--- src/rtl/demux1x4_router.sv ---
// 1-to-4 packet demultiplexer: one-entry register per output channel, channel locked for a whole packet.
// Optional per-channel beat counters are enabled with the DEMUX_BEAT_COUNT_EN macro.
module demux1x4_router #(
  parameter int DATA_W = 8
) (
  input  logic                clk,
  input  logic                rst_n,
  input  logic                in_valid,
  output logic                in_ready,
  input  logic [DATA_W-1:0]   in_data,
  input  logic [1:0]          in_sel,
  input  logic                in_last,
  output logic [3:0]          out_valid,
  input  logic [3:0]          out_ready,
  output logic [4*DATA_W-1:0] out_data,
  output logic [3:0]          out_last,
  output logic                busy
`ifdef DEMUX_BEAT_COUNT_EN
  ,
  input  logic                cnt_clr,
  output logic [4*16-1:0]     beat_cnt
`endif
);

  typedef enum logic [0:0] {
    ST_IDLE = 1'b0,
    ST_PKT  = 1'b1
  } state_t;

  state_t            state_r, state_s;
  logic [1:0]        lock_sel_r, lock_sel_s;
  logic [1:0]        active_sel_s;
  logic              in_xfer_s;
  logic [3:0]        out_xfer_s;
  logic [3:0]        load_s;
  logic [3:0]        valid_r;
  logic [3:0]        last_r;
  logic [DATA_W-1:0] data_r [4];

  // Handshake: the active channel can accept when empty or draining this cycle.
  always_comb begin
    active_sel_s = (state_r == ST_PKT) ? lock_sel_r : in_sel;
    in_ready     = ~valid_r[active_sel_s] | out_ready[active_sel_s];
    in_xfer_s    = in_valid & in_ready;
    out_xfer_s   = valid_r & out_ready;
    load_s       = 4'b0000;
    if (in_xfer_s) begin
      load_s[active_sel_s] = 1'b1;
    end else begin
      load_s = 4'b0000;
    end
  end

  // Next-state logic: a non-last first beat locks the channel until the last beat.
  always_comb begin
    state_s    = state_r;
    lock_sel_s = lock_sel_r;
    case (state_r)
      ST_IDLE: begin
        if (in_xfer_s && !in_last) begin
          state_s    = ST_PKT;
          lock_sel_s = in_sel;
        end else begin
          state_s    = ST_IDLE;
        end
      end
      ST_PKT: begin
        if (in_xfer_s && in_last) begin
          state_s = ST_IDLE;
        end else begin
          state_s = ST_PKT;
        end
      end
      default: begin
        state_s    = ST_IDLE;
        lock_sel_s = 2'd0;
      end
    endcase
  end

  // FSM state and locked channel registers.
  always_ff @(posedge clk or negedge rst_n) begin
    if (!rst_n) begin
      state_r    <= ST_IDLE;
      lock_sel_r <= 2'd0;
    end else begin
      state_r    <= state_s;
      lock_sel_r <= lock_sel_s;
    end
  end

  // Per-channel output registers; a load wins over a simultaneous drain so valid stays high.
  always_ff @(posedge clk or negedge rst_n) begin
    if (!rst_n) begin
      valid_r <= 4'b0000;
      last_r  <= 4'b0000;
      for (int k = 0; k < 4; k++) begin
        data_r[k] <= {DATA_W{1'b0}};
      end
    end else begin
      for (int k = 0; k < 4; k++) begin
        if (load_s[k]) begin
          valid_r[k] <= 1'b1;
          data_r[k]  <= in_data;
          last_r[k]  <= in_last;
        end else if (out_xfer_s[k]) begin
          valid_r[k] <= 1'b0;
        end
      end
    end
  end

  // Output mapping of the channel registers.
  always_comb begin
    out_valid = valid_r;
    out_last  = last_r;
    busy      = (state_r == ST_PKT);
    out_data  = {(4*DATA_W){1'b0}};
    for (int k = 0; k < 4; k++) begin
      out_data[k*DATA_W +: DATA_W] = data_r[k];
    end
  end

`ifdef DEMUX_BEAT_COUNT_EN
  logic [15:0] cnt_r [4];

  // Completed output transfers per channel; clear has priority, counts wrap naturally.
  always_ff @(posedge clk or negedge rst_n) begin
    if (!rst_n) begin
      for (int k = 0; k < 4; k++) begin
        cnt_r[k] <= 16'd0;
      end
    end else if (cnt_clr) begin
      for (int k = 0; k < 4; k++) begin
        cnt_r[k] <= 16'd0;
      end
    end else begin
      for (int k = 0; k < 4; k++) begin
        if (out_xfer_s[k]) begin
          cnt_r[k] <= cnt_r[k] + 16'd1;
        end
      end
    end
  end

  // Flatten counters onto the output bus.
  always_comb begin
    beat_cnt = {(4*16){1'b0}};
    for (int k = 0; k < 4; k++) begin
      beat_cnt[k*16 +: 16] = cnt_r[k];
    end
  end
`endif

endmodule
--- config.mk ---
export PLATFORM = sky130hd
export DESIGN_NAME = demux1x4_router
export DESIGN_NICKNAME = d
export VERILOG_FILES = /design/src/rtl/demux1x4_router.sv
export SDC_FILE = /design/constraint.sdc
export NUM_CORES = 1
export LEC_CHECK = 0
export CORE_MARGIN = 4
export CORE_UTILIZATION = 45
export DETAILED_ROUTE_END_ITERATION = 8
export PLACE_DENSITY = 0.85
export REMOVE_ABC_BUFFERS = 1
export SLEW_MARGIN = 25
export SYNTH_ARGS = -nofsm -noshare
export SYNTH_HDL_FRONTEND = slang
export SYNTH_SLANG_ARGS = --single-unit
--- constraint.sdc ---
create_clock -name clk -period 5.7 [get_ports clk]
set_input_delay 0.57 -clock clk [delete_from_list [all_inputs] [get_ports clk]]
set_output_delay 0.57 -clock clk [all_outputs]
set_load 0.005 [all_outputs]
==> summary.txt <==
STA
  – Final period util: 53.2%
  – Final setup TNS: 0 ps
  – Final Hold Violating Endpoints: 0
  – Achievable Freq: 330 MHz
  – # setup viols final: 0
  – Clock Skew: 6.40 ps
  – Slew headroom: 54.6%
  – Min Clock Period, post-route: 3030 ps
  – RSZ-0062 raised after global routing: no
  – Worst-margin pin slew: 681 ps
  – Final Slew Violations: 0

Finish
  – Core Util, Final: 67.4%
  – Share of cells above drive strength 1: 30.3%
  – Nets@finish: 195
  – Most frequent cells in the layout: clkdlybuf4s50_1 (58), dfrtp_1 (43), mux2_2 (29)
  – ANT cells: 0
  – FILL cells: 275
  – Commonest non-fill, non-tap cell in the layout: clkdlybuf4s50_1
  – P&R area growth vs syn: 41.3%

Setup path
  – Crit. Startpoint: in_sel[0]
  – Worst r2r dst: out_data[26]
  – WP data arrival: 2460 ps
  – Crit path to: in_ready
  – Required time worst endpoint: 5130 ps
  – Worst setup EP type: output pin
  – Worst reg-to-reg path cell count: 4
  – Max FO, Critical Path: 6
  – CP Launch Type: input port
  – Setup CP Type: in -> out
  – R2R setup slack: 3450 ps

Power
  – PwrDens: 561 nW/um^2
  – NetSw: 0.415 mW
  – Clock power frac: 13.3%
  – Switching Fraction: 29.3%
  – Flop pwr share: 39.3%
  – Leak: 1.11 nW
  – Cell Int Power: 1.00 mW
  – Maximum VDD drop: 0.000319 V
  – Logic pwr share: 47.3%

Floorplan
  – Num rows: 22
  – Core area: 3740 sq um
  – Num ports: 60
  – Die width: 71.0 um
  – Die ar.: 5040 sq um
  – Initial Util: 47.7%
  – Die Ht: 71.0 um

Placed design
  – Placer Congestion: 0.914
  – DP HPWL: 2910 um
  – Buffers on Ports: 59

Route
  – Final wirelength: 4040 um
  – Avg WL per Cell: 17.9 um
  – Post-route DRC: 0
  – Pre-antenna DRT Iters: 4
  – Final ANT Viol Nets: 0
  – Post-DR vias/cell: 5.25
  – DR iter-0 viols: 107
  – Vias: 1187

Global route
  – Met2 GRT Util: 30.7%
  – Largest net degree at the start of global routing: 44
  – Grt met1 use: 18.7%
  – Vias in the first global route: 1377
  – GRT overflow: 0
  – Global-route wire length before repair: 6700 um
  – Global route hottest layer: met2
  – Total GRT Usage: 17.4%
  – Met3 Track Usage GR: 6.68%
  – Antenna violations before repair: 0

Clock tree
  – Maximum level of the CTS H-tree: 2
  – Sink Count: 43
  – Num CTS Buffers: 5
  – CTS Root Cell: clkbuf_8
  – Post-CTS setup buffer count: 0
  – CTS tree: yes
  – CTS clk-pin slew, worst paths: 80 ps
  – Longest Clk Path Bufs: 2
  – Hold_buf cts: 0
  – Latest clock arrival within the worst-skew pair: 290 ps
  – Cts repair resizes: 0

Outcome
  – Status: complete, no violations

Yosys
  – Post-synth cell types: 19
  – #FFs+latches synth: 43
  – Post-Syn Area per Cell: 15.9 sq um
  – Post-Synthesis Cells: 112
  – Ys Warns: 0
  – Post-Syn Area: 1790 sq um
  – Sequential cell area fraction in the yosys report: 60.3%

Run
  – Max-cap violations: 0

Min path
  – Hold WC Path Type: in -> async
## cell usage after synthesis, drive strengths merged
cell type / count / area (sq um)
a2bb2oi: 1 / 8.76
or4b: 1 / 10.0
mux2: 38 / 462
inv: 1 / 3.75
or3b: 1 / 8.76
and4bb: 1 / 12.5
nand4: 1 / 12.5
o22ai: 2 / 12.5
buf: 2 / 16.3
nor2: 1 / 3.75
nand2: 5 / 18.8
nand2b: 5 / 31.3
dfrtp: 43 / 1080
a21oi: 1 / 5.00
mux2i: 7 / 73.8
nand4b: 2 / 30.0
## stage by stage
| step | hold WS [ps] | std cells | worst slack, ps | instance area, sq um | total power [mW] |
|---|---|---|---|---|---|
| floorplan | 274 | 110 | 3750 | 1770 | 0.836 |
| global placement | 489 | 217 | 2870 | 2410 | 1.21 |
| detailed placement | 494 | 217 | 2670 | 2410 | 1.23 |
| CTS | 424 | 225 | 2660 | 2500 | 1.43 |
| global route | 142 | 226 | 2570 | 2520 | 1.51 |
| finish | 140 | 226 | 2670 | 2520 | 1.42 |
## layout make-up
type                    count  area, sq um  area share [%]
clock buffers               5         68.8            2.73
clock inverters             3         20.0           0.793
inverters                   1         3.75           0.149
multi-input cells          66          689            27.3
flip-flops and latches     43         1080            42.6
well taps                  48         60.1            2.38
repair buffers             60          606            24.0
## sequential cells by signal, indices dropped and copies added, names as in the netlist, named ones only
signal,cells
out_data,32
out_valid,4
out_last,4
lock_sel_r,2
## power groups by stage
stage | registers (mW) | logic (mW) | clock network (mW)
final | 0.556 | 0.670 | 0.189
after global routing | 0.577 | 0.719 | 0.212
after CTS | 0.557 | 0.678 | 0.196
after detailed placement | 0.560 | 0.673 | 0
after global placement | 0.550 | 0.656 | 0
after floorplan | 0.557 | 0.279 | 0
## worst min-delay path by stage
stage | endpoint | slack (ps) | cells past startpoint
floorplan | async pin | 270 | 0
global placement | out_last[0] | 490 | 1
detailed placement | out_data[12] | 490 | 1
CTS | out_data[3] | 420 | 1
global route | out_data[27] | 140 | 1
finish | out_data[3] | 140 | 1
## kinds of logic after synthesis
family	after synthesis	synth area share, %
compound gates	4	1.47
simple gates	17	7.15
buf+inv	3	1.12
flops	43	60.3
mux	45	30.0
## worst max-delay path, stage by stage
cell and delay (ps):
clkdlybuf4s50_1 430, mux2i_1 500, mux2i_1 220, mux2i_1 210, clkdlybuf4s50_1 530
## metal layers
| metal | vias to the layer above | wire length, um |
|---|---|---|
| met5 | - | 0 |
| met1 | 596 | 1520 |
| met4 | 0 | 81 |
| met3 | 11 | 272 |
| met2 | 48 | 2170 |
| li1 | 532 | - |
Note: power is estimated with default switching activity, not from simulation.
